**config.mk**
```make
export PLATFORM = sky130hd
export DESIGN_NAME = debug_dump_sequencer_flat
export DESIGN_NICKNAME = d
export VERILOG_FILES = /design/src/rtl/debug_dump_sequencer_pkg.sv /design/src/rtl/debug_dump_sequencer_if.sv /design/src/rtl/debug_frame_fifo.sv /design/src/rtl/debug_dump_sequencer.sv /design/src/flat_wrapper.sv
export SDC_FILE = /design/constraint.sdc
export NUM_CORES = 1
export LEC_CHECK = 0
export CAP_MARGIN = 20
export CORE_MARGIN = 5
export CORE_UTILIZATION = 28
export DETAILED_ROUTE_END_ITERATION = 10
export PLACE_DENSITY = 0.53
export SLEW_MARGIN = 20
export SYNTH_ARGS = -nofsm -noshare
export SYNTH_HDL_FRONTEND = slang
export SYNTH_SLANG_ARGS = --single-unit
```
**constraint.sdc**
```tcl
create_clock -name i_clock -period 5.1 [get_ports i_clock]
set_input_delay 0.51 -clock i_clock [delete_from_list [all_inputs] [get_ports i_clock]]
set_output_delay 0.51 -clock i_clock [all_outputs]
set_load 0.05 [all_outputs]
```
**src/rtl/debug_dump_sequencer_pkg.sv**
```systemverilog
`default_nettype none
// ============================================================================
// Module      : debug_dump_sequencer_pkg
// Description : Shared constants for the debug dump sequencer: debug-writer
//               group IDs, the length of the ID walk and the FSM state
//               encoding. The optional latch groups are enabled by defining
//               the macro DEBUG_DUMP_LATCH_EN.
// Revision    : 1.0 - initial release
// ============================================================================
package debug_dump_sequencer_pkg;

    localparam logic [5:0] REG_BASE    = 6'h00;
    localparam logic [5:0] PC_ID       = 6'h22;
    localparam logic [5:0] LATCH_BASE  = 6'h24;
    localparam logic [5:0] SELECT_NONE = 6'h3F;

    localparam int NUM_REGS  = 32;
    localparam int NUM_LATCH = 8;

`ifdef DEBUG_DUMP_LATCH_EN
    localparam int NUM_IDS = NUM_REGS + 1 + NUM_LATCH;
`else
    localparam int NUM_IDS = NUM_REGS + 1;
`endif

    typedef enum logic [2:0] {
        ST_IDLE       = 3'd0,
        ST_WAIT_SPACE = 3'd1,
        ST_COLLECT    = 3'd2,
        ST_DRAIN      = 3'd3,
        ST_DONE       = 3'd4
    } state_t;

    // Maps a position in the dump walk to the group ID sent to the writers:
    // registers first, then the PC, then (optionally) the latch groups.
    function automatic logic [5:0] id_of(input logic [5:0] index);
        logic [5:0] id;
        if (index < 6'(NUM_REGS)) begin
            id = REG_BASE + index;
        end else if (index == 6'(NUM_REGS)) begin
            id = PC_ID;
        end else begin
`ifdef DEBUG_DUMP_LATCH_EN
            id = LATCH_BASE + (index - 6'(NUM_REGS + 1));
`else
            id = PC_ID;
`endif
        end
        return id;
    endfunction

endpackage : debug_dump_sequencer_pkg
`default_nettype wire

```
**src/rtl/debug_dump_sequencer_if.sv**
```systemverilog
`default_nettype none
// ============================================================================
// Module      : debug_dump_sequencer_if
// Description : Bundles the control, debug-writer and frame-output signals of
//               the debug dump sequencer.
//               slave  : the sequencer (consumes i_*, drives o_*)
//               master : the surrounding system / debug writers / consumer
// Revision    : 1.0 - initial release
// ============================================================================
interface debug_dump_sequencer_if #(
    parameter int NB_FRAME  = 32,
    parameter int NB_SELECT = 6
);
    logic                 i_start;
    logic [NB_FRAME-1:0]  i_frame_from_mips;
    logic                 i_frame_valid;
    logic                 i_eod;
    logic [NB_SELECT-1:0] o_request_select;
    logic [NB_FRAME-1:0]  o_frame;
    logic                 o_frame_valid;
    logic                 i_frame_ready;
    logic                 o_busy;
    logic                 o_done;
    logic                 o_error;

    modport slave (
        input  i_start, i_frame_from_mips, i_frame_valid, i_eod, i_frame_ready,
        output o_request_select, o_frame, o_frame_valid, o_busy, o_done, o_error
    );

    modport master (
        output i_start, i_frame_from_mips, i_frame_valid, i_eod, i_frame_ready,
        input  o_request_select, o_frame, o_frame_valid, o_busy, o_done, o_error
    );
endinterface : debug_dump_sequencer_if
`default_nettype wire

```
**src/rtl/debug_frame_fifo.sv**
```systemverilog
`default_nettype none
// ============================================================================
// Module      : debug_frame_fifo
// Description : First-word fall-through frame buffer. dout shows the head
//               word whenever the buffer is non-empty and reads as zero when
//               empty. DEPTH must be a power of two so the pointers wrap
//               naturally.
// Ports       : clk, rst (async, active high), push/din, pop/dout,
//               full, empty, count (occupancy, 0..DEPTH)
// Revision    : 1.0 - initial release
// ============================================================================
module debug_frame_fifo #(
    parameter int WIDTH = 32,
    parameter int DEPTH = 8
) (
    input  wire logic                     clk,
    input  wire logic                     rst,
    input  wire logic                     push,
    input  wire logic [WIDTH-1:0]         din,
    input  wire logic                     pop,
    output logic      [WIDTH-1:0]         dout,
    output logic                          full,
    output logic                          empty,
    output logic      [$clog2(DEPTH):0]   count
);
    localparam int NB_PTR = $clog2(DEPTH);

    logic [WIDTH-1:0]  r_mem [DEPTH];
    logic [NB_PTR-1:0] r_wr_ptr;
    logic [NB_PTR-1:0] r_rd_ptr;
    logic [NB_PTR:0]   r_count;
    logic              w_push;
    logic              w_pop;

    assign w_push = push && !full;
    assign w_pop  = pop && !empty;

    always_ff @(posedge clk or posedge rst) begin
        if (rst) begin
            r_wr_ptr <= '0;
            r_rd_ptr <= '0;
            r_count  <= '0;
        end else begin
            if (w_push) r_wr_ptr <= r_wr_ptr + NB_PTR'(1);
            if (w_pop)  r_rd_ptr <= r_rd_ptr + NB_PTR'(1);
            case ({w_push, w_pop})
                2'b10:   r_count <= r_count + (NB_PTR+1)'(1);
                2'b01:   r_count <= r_count - (NB_PTR+1)'(1);
                default: r_count <= r_count;
            endcase
        end
    end

    // Storage needs no reset: nothing is visible until it has been written.
    always_ff @(posedge clk) begin
        if (w_push) r_mem[r_wr_ptr] <= din;
    end

    assign empty = (r_count == '0);
    assign full  = (r_count == (NB_PTR+1)'(DEPTH));
    assign count = r_count;
    assign dout  = empty ? '0 : r_mem[r_rd_ptr];

endmodule : debug_frame_fifo
`default_nettype wire

```
**src/rtl/debug_dump_sequencer.sv**
```systemverilog
`default_nettype none
// ============================================================================
// Module      : debug_dump_sequencer
// Description : Walks the debug writers through every group ID, gathers up to
//               MAX_WORDS frames per group into a frame buffer and streams
//               them out. A group only opens when the buffer can absorb a
//               full group, so the buffer can never overflow.
//               Optional latch groups: define DEBUG_DUMP_LATCH_EN.
// Ports       : i_clock, i_reset (async, active high)
//               bus (slave modport): i_start, i_frame_from_mips,
//               i_frame_valid, i_eod, i_frame_ready, o_request_select,
//               o_frame, o_frame_valid, o_busy, o_done, o_error
// Revision    : 1.0 - initial release
// ============================================================================
module debug_dump_sequencer
    import debug_dump_sequencer_pkg::*;
#(
    parameter int NB_FRAME   = 32,
    parameter int NB_SELECT  = 6,
    parameter int FIFO_DEPTH = 8,
    parameter int MAX_WORDS  = 3,
    parameter int NB_TIMEOUT = 4
) (
    input  wire logic             i_clock,
    input  wire logic             i_reset,
    debug_dump_sequencer_if.slave bus
);
    localparam int NB_PTR  = $clog2(FIFO_DEPTH);
    localparam int NB_WCNT = $clog2(MAX_WORDS + 1);

    // The counter is compared one below all-ones so that the group closes on
    // the same edge the counter reaches all-ones: 2**NB_TIMEOUT-1 cycles max.
    localparam logic [NB_TIMEOUT-1:0] c_timeout_last = {NB_TIMEOUT{1'b1}} - NB_TIMEOUT'(1);

    state_t                r_state,    w_state_next;
    logic [5:0]            r_index,    w_index_next;
    logic [NB_WCNT-1:0]    r_word_cnt, w_word_cnt_next;
    logic [NB_TIMEOUT-1:0] r_timeout,  w_timeout_next;
    logic                  r_error,    w_error_next;

    logic                  w_push;
    logic                  w_pop;
    logic                  w_full;
    logic                  w_empty;
    logic [NB_PTR:0]       w_count;
    logic [NB_PTR:0]       w_free;
    logic                  w_timeout_hit;

    debug_frame_fifo #(
        .WIDTH (NB_FRAME),
        .DEPTH (FIFO_DEPTH)
    ) u_fifo (
        .clk   (i_clock),
        .rst   (i_reset),
        .push  (w_push),
        .din   (bus.i_frame_from_mips),
        .pop   (w_pop),
        .dout  (bus.o_frame),
        .full  (w_full),
        .empty (w_empty),
        .count (w_count)
    );

    assign w_pop         = !w_empty && bus.i_frame_ready;
    assign w_free        = (NB_PTR+1)'(FIFO_DEPTH) - w_count;
    assign w_timeout_hit = (r_timeout == c_timeout_last);

    always_ff @(posedge i_clock or posedge i_reset) begin
        if (i_reset) begin
            r_state    <= ST_IDLE;
            r_index    <= '0;
            r_word_cnt <= '0;
            r_timeout  <= '0;
            r_error    <= 1'b0;
        end else begin
            r_state    <= w_state_next;
            r_index    <= w_index_next;
            r_word_cnt <= w_word_cnt_next;
            r_timeout  <= w_timeout_next;
            r_error    <= w_error_next;
        end
    end

    always_comb begin
        w_state_next    = r_state;
        w_index_next    = r_index;
        w_word_cnt_next = r_word_cnt;
        w_timeout_next  = r_timeout;
        w_error_next    = r_error;
        w_push          = 1'b0;

        unique case (r_state)
            ST_IDLE: begin
                if (bus.i_start) begin
                    w_state_next = ST_WAIT_SPACE;
                    w_index_next = '0;
                    w_error_next = 1'b0;
                end
            end
            ST_WAIT_SPACE: begin
                if (w_free >= (NB_PTR+1)'(MAX_WORDS)) begin
                    w_state_next    = ST_COLLECT;
                    w_word_cnt_next = '0;
                    w_timeout_next  = '0;
                end
            end
            ST_COLLECT: begin
                w_timeout_next = r_timeout + NB_TIMEOUT'(1);
                if (bus.i_frame_valid) begin
                    if (r_word_cnt < NB_WCNT'(MAX_WORDS)) begin
                        w_push          = !w_full;
                        w_word_cnt_next = r_word_cnt + NB_WCNT'(1);
                    end else begin
                        w_error_next = 1'b1;
                    end
                end
                if (bus.i_eod || w_timeout_hit) begin
                    if (!bus.i_eod) w_error_next = 1'b1;
                    if (r_index == 6'(NUM_IDS - 1)) begin
                        w_state_next = ST_DRAIN;
                    end else begin
                        w_index_next = r_index + 6'd1;
                        w_state_next = ST_WAIT_SPACE;
                    end
                end
            end
            ST_DRAIN: begin
                if (w_empty) w_state_next = ST_DONE;
            end
            ST_DONE: begin
                w_state_next = ST_IDLE;
            end
            default: begin
                w_state_next = ST_IDLE;
            end
        endcase
    end

    assign bus.o_request_select = (r_state == ST_COLLECT) ? NB_SELECT'(id_of(r_index)) : '1;
    assign bus.o_frame_valid    = !w_empty;
    assign bus.o_busy           = (r_state != ST_IDLE);
    assign bus.o_done           = (r_state == ST_DONE);
    assign bus.o_error          = r_error;

endmodule : debug_dump_sequencer
`default_nettype wire
```
**src/flat_wrapper.sv**
```systemverilog
// flat-port wrapper written by rule: the top's interface ports become plain ports
module debug_dump_sequencer_flat import debug_dump_sequencer_pkg::*;
#(
    parameter int NB_FRAME   = 32,
    parameter int NB_SELECT  = 6,
    parameter int FIFO_DEPTH = 8,
    parameter int MAX_WORDS  = 3,
    parameter int NB_TIMEOUT = 4
)
  (i_clock, i_reset, bus_i_start, bus_i_frame_from_mips, bus_i_frame_valid, bus_i_eod, bus_i_frame_ready, bus_o_request_select, bus_o_frame, bus_o_frame_valid, bus_o_busy, bus_o_done, bus_o_error);
  debug_dump_sequencer_if #(.NB_FRAME(NB_FRAME), .NB_SELECT(NB_SELECT)) bus_i ();
  input  wire logic i_clock;
  input  wire logic i_reset;
  input wire logic [$bits(bus_i.i_start)-1:0] bus_i_start;
  input wire logic [$bits(bus_i.i_frame_from_mips)-1:0] bus_i_frame_from_mips;
  input wire logic [$bits(bus_i.i_frame_valid)-1:0] bus_i_frame_valid;
  input wire logic [$bits(bus_i.i_eod)-1:0] bus_i_eod;
  input wire logic [$bits(bus_i.i_frame_ready)-1:0] bus_i_frame_ready;
  output wire logic [$bits(bus_i.o_request_select)-1:0] bus_o_request_select;
  output wire logic [$bits(bus_i.o_frame)-1:0] bus_o_frame;
  output wire logic [$bits(bus_i.o_frame_valid)-1:0] bus_o_frame_valid;
  output wire logic [$bits(bus_i.o_busy)-1:0] bus_o_busy;
  output wire logic [$bits(bus_i.o_done)-1:0] bus_o_done;
  output wire logic [$bits(bus_i.o_error)-1:0] bus_o_error;
  assign bus_i.i_start = bus_i_start;
  assign bus_i.i_frame_from_mips = bus_i_frame_from_mips;
  assign bus_i.i_frame_valid = bus_i_frame_valid;
  assign bus_i.i_eod = bus_i_eod;
  assign bus_i.i_frame_ready = bus_i_frame_ready;
  assign bus_o_request_select = bus_i.o_request_select;
  assign bus_o_frame = bus_i.o_frame;
  assign bus_o_frame_valid = bus_i.o_frame_valid;
  assign bus_o_busy = bus_i.o_busy;
  assign bus_o_done = bus_i.o_done;
  assign bus_o_error = bus_i.o_error;
  debug_dump_sequencer #(.NB_FRAME(NB_FRAME), .NB_SELECT(NB_SELECT), .FIFO_DEPTH(FIFO_DEPTH), .MAX_WORDS(MAX_WORDS), .NB_TIMEOUT(NB_TIMEOUT)) u_core (.i_clock(i_clock), .i_reset(i_reset), .bus(bus_i));
endmodule
```
==> results.yml <==
job:
  maxCapViolCount: 0
yosys:
  synth_warnings: 0
  synth_nets: 627
  async_reset_ff_share_pct: 9.22
  synth.yosys.seq_area_share_pct: 73.9
  yosys.cell_types.count: 51
  ys_seq_elements: 282
  synth_ff_type: "edfxtp_1"
  syn_area_um2: 11300
  synth_edf_count: 256
  syn-instance-count: 579
  avgSynthCellArea_um2: 19.5
timing:
  tns_ns: 0
  finalCritPeriodShare_pct: 77.0
  grt_setup_unrepaired: "no"
  tightest_slew_ns: 1.02
  finalClockSkew_ns: 0.00911
  min_period_ns: 3.93
  hold_viol: 0
  setup_viol: 0
  timing.hold.ws_ns: 0.321
  relSlewSlack_pct: 32.2
  fmax_mhz: 255
  maxSlewViolCount: 0
setup_path:
  crit_path_start_kind: "register"
  cp.arrival_ns: 3.42
  critPathRequiredTime_ns: 4.59
  r2r-start: "u_core.r_state[1]$_DFFE_PP0P_"
  r2r_slack_ns: 1.65
  crit-reg2reg-capture: "u_core.u_fifo.r_mem[2][13]$_DFFE_PP_"
  cp_max_fo: 38
  rr_worst_depth: 5
  end_kind: "primary output"
  worstSetupPathType: "register to primary output"
detailed_routing:
  drc_errors: 0
  drt-total-wl_um: 23400
  wl_per_cell_um: 19.2
  post_drt_via_cell_ratio: 4.53
  final_antenna_net_count: 0
  drt-initial-drc-count: 369
  first_pass_iters: 4
  vias: 5524
power:
  p_int_mw: 5.27
  combPwrFrac_pct: 36.0
  switching_share_pct: 36.2
  clkPwrFrac_pct: 26.3
  p_total_mw: 8.26
  ir_drop_uv: 409
  power_density_nw_per_um2: 601
  p_seq_share_pct: 37.7
  p_sw_mw: 2.99
  total_leakage_power_nw: 4.47
floorplanning:
  start_util_pct: 28.3
  ios: 80
  die_area_um2: 44400
  die-width_um: 211
  num_rows: 73
  die_height_um: 211
  core_area_um2: 39800
place:
  hpwl_um: 14000
  gp_congestion: 0.753
  dp_cells: 1166
  port_buffers: 79
outcome:
  status: "complete, no violations"
worst_hold_path:
  hp-class: "input pin to async pin"
clock_tree:
  clkLatencyLatePin_ns: 0.55
  clock_path_buffers: 3
  cts-root-buf: "clkbuf_16"
  cts_num_sinks: 282
  tritoncts: "built"
  cts_made_buffers: 29
  path_clk_slew_ns: 0.06
  ctsHoldBuffers: 0
  h-tree-depth: 1
  post_cts_buffers: 0
  cts.repair.resized: 0
cells_and_area:
  n_fill_cell: 3803
  area_growth_pct: 21.8
  finalNonFillerCells: 1219
  layout-drive-gt1-share_pct: 19.8
  multi_input_comb_area_um2: 2820
  fin_nets: 720
  final_util_pct: 34.5
  register_area_um2: 8350
global_route:
  grt_use_total_pct: 10.4
  grt_pass1_wl_um: 36100
  gr-total-overflow: 0
  grt_pass1_vias: 5925
  grt_max_degree: 67
  antenna_found_initial: 1
==> cells by family after synthesis <==
group | synth area share, %
flip-flops | 73.9
AND/OR/NAND/NOR | 4.81
multiplexers | 15.9
buffers and inverters | 1.60
AO/OA/AOI/OAI | 1.73
XOR/XNOR | 0.931
adder cells (fa/ha/maj) | 1.11
==> worst max-delay path, cell delays in order, from the launching register on <==
cell and delay [ns]:
dfrtp_4 0.82, buf_12 0.39, mux4_2 0.54, mux2i_1 0.29, nor2_1 0.08, clkdlybuf4s50_1 0.71
==> layer usage <==
layer  vias to the layer above  wire length [um]  GRT usage [%]
met1                      2877             10800           15.0
met2                       106             11100           16.4
li1                       2514                 -              -
met5                         -                 0              0
met3                        27              1090           2.24
met4                         0               412           2.41
==> per-stage QoR <==
step / setup slack [ns] / instance area, um2
2_1_floorplan: 1.19 / 11300
3_3_place_gp: 1.63 / 12800
3_5_place_dp: 1.62 / 12800
4_1_cts: 1.07 / 13700
5_1_grt: 0.943 / 13700
6_report: 1.17 / 13700
==> sequential cells by signal, indices dropped and copies added, names as in the netlist <==
name / flops
u_core.u_fifo.r_mem: 256
u_core.r_index: 6
u_core.r_timeout: 4
u_core.u_fifo.count: 4
u_core.r_state: 3
u_core.u_fifo.r_rd_ptr: 3
u_core.u_fifo.r_wr_ptr: 3
u_core.r_word_cnt: 2
u_core.bus.o_error: 1
==> how the worst max path moves through the flow <==
stage                                          startpoint                                    to  slack [ns]  cells after the start
floorplan                   u_core.r_state[0]$_DFFE_PP0P_   u_core.u_fifo.r_mem[0][0]$_DFFE_PP_        1.19                      5
global placement            u_core.r_state[1]$_DFFE_PP0P_  u_core.u_fifo.r_mem[4][14]$_DFFE_PP_        1.63                      5
detailed placement          u_core.r_state[1]$_DFFE_PP0P_  u_core.u_fifo.r_mem[4][17]$_DFFE_PP_        1.62                      5
CTS                 u_core.u_fifo.r_rd_ptr[0]$_DFFE_PP0P_                        bus_o_frame[1]        1.07                      5
global route        u_core.u_fifo.r_rd_ptr[0]$_DFFE_PP0P_                        bus_o_frame[1]        0.94                      5
finish              u_core.u_fifo.r_rd_ptr[0]$_DFFE_PP0P_                        bus_o_frame[1]        1.17                      5
==> Yosys cell counts (2+ instances only) <==
master	number	share of area, %
a21oi_1	3	0.13
a31oi_1	2	0.11
and2_1	2	0.11
buf_1	3	0.10
buf_2	9	0.40
buf_6	2	0.20
clkbuf_1	15	0.50
dfrtp_1	26	5.8
edfxtp_1	256	68
ha_1	10	1.1
inv_1	9	0.30
mux2i_1	32	2.8
mux4_2	64	13
nand2_1	14	0.47
nand2b_1	5	0.28
nand3_1	14	0.62
nand3b_1	4	0.27
nor2_1	45	1.5
nor3_1	4	0.18
nor3b_1	2	0.13
o211ai_1	2	0.13
o21ai_0	14	0.62
o311ai_0	2	0.16
o41ai_1	2	0.16
or3_1	2	0.11
xnor2_1	7	0.54
xor2_1	5	0.39
==> power groups by stage <==
| stage | sequential [mW] | clock, mW | combinational (mW) |
|---|---|---|---|
| after floorplan | 2.85 | 0 | 2.35 |
| after detailed placement | 3.18 | 0 | 3.03 |
| after CTS | 3.13 | 2.24 | 3.05 |
| final | 3.12 | 2.18 | 2.97 |
| after global placement | 3.17 | 0 | 3.03 |
| after global routing | 3.17 | 2.35 | 3.19 |
==> layout make-up <==
class                      count  area share [%]
antenna                        1          0.0182
clock buffer                  36            5.47
clock inverter                16            1.67
inverter                      10           0.273
multi-input combinational    257            20.5
sequential                   282            60.7
tap                          525            4.78
timing repair buffer          92            6.55
==> cell usage in the layout (no fill, tap or decap), drive strengths merged, types with 2 or more instances in the layout <==
cell type / netlist / layout
nor3: 4 / 4
mux2: 3 / 3
a31oi: 2 / 2
buf: 15 / 13
clkinv: 0 / 6
dfrtp: 26 / 26
mux2i: 32 / 32
nor3b: 3 / 3
xor2: 5 / 5
and2: 2 / 2
clkinvlp: 0 / 2
bufinv: 0 / 5
or3: 2 / 2
edfxtp: 256 / 256
o311ai: 2 / 2
o41ai: 2 / 2
a21oi: 3 / 3
nand3: 14 / 14
inv: 10 / 13
mux4: 64 / 64
clkdlybuf4s50: 0 / 79
o21ai: 14 / 14
nand2: 14 / 14
clkbuf: 15 / 36
nor4: 3 / 3
ha: 10 / 10
xnor2: 7 / 7
o211ai: 2 / 2
nand2b: 5 / 5
nor2: 45 / 45
nand3b: 4 / 4
No activity file was read; power rests on OpenSTA's default activity.
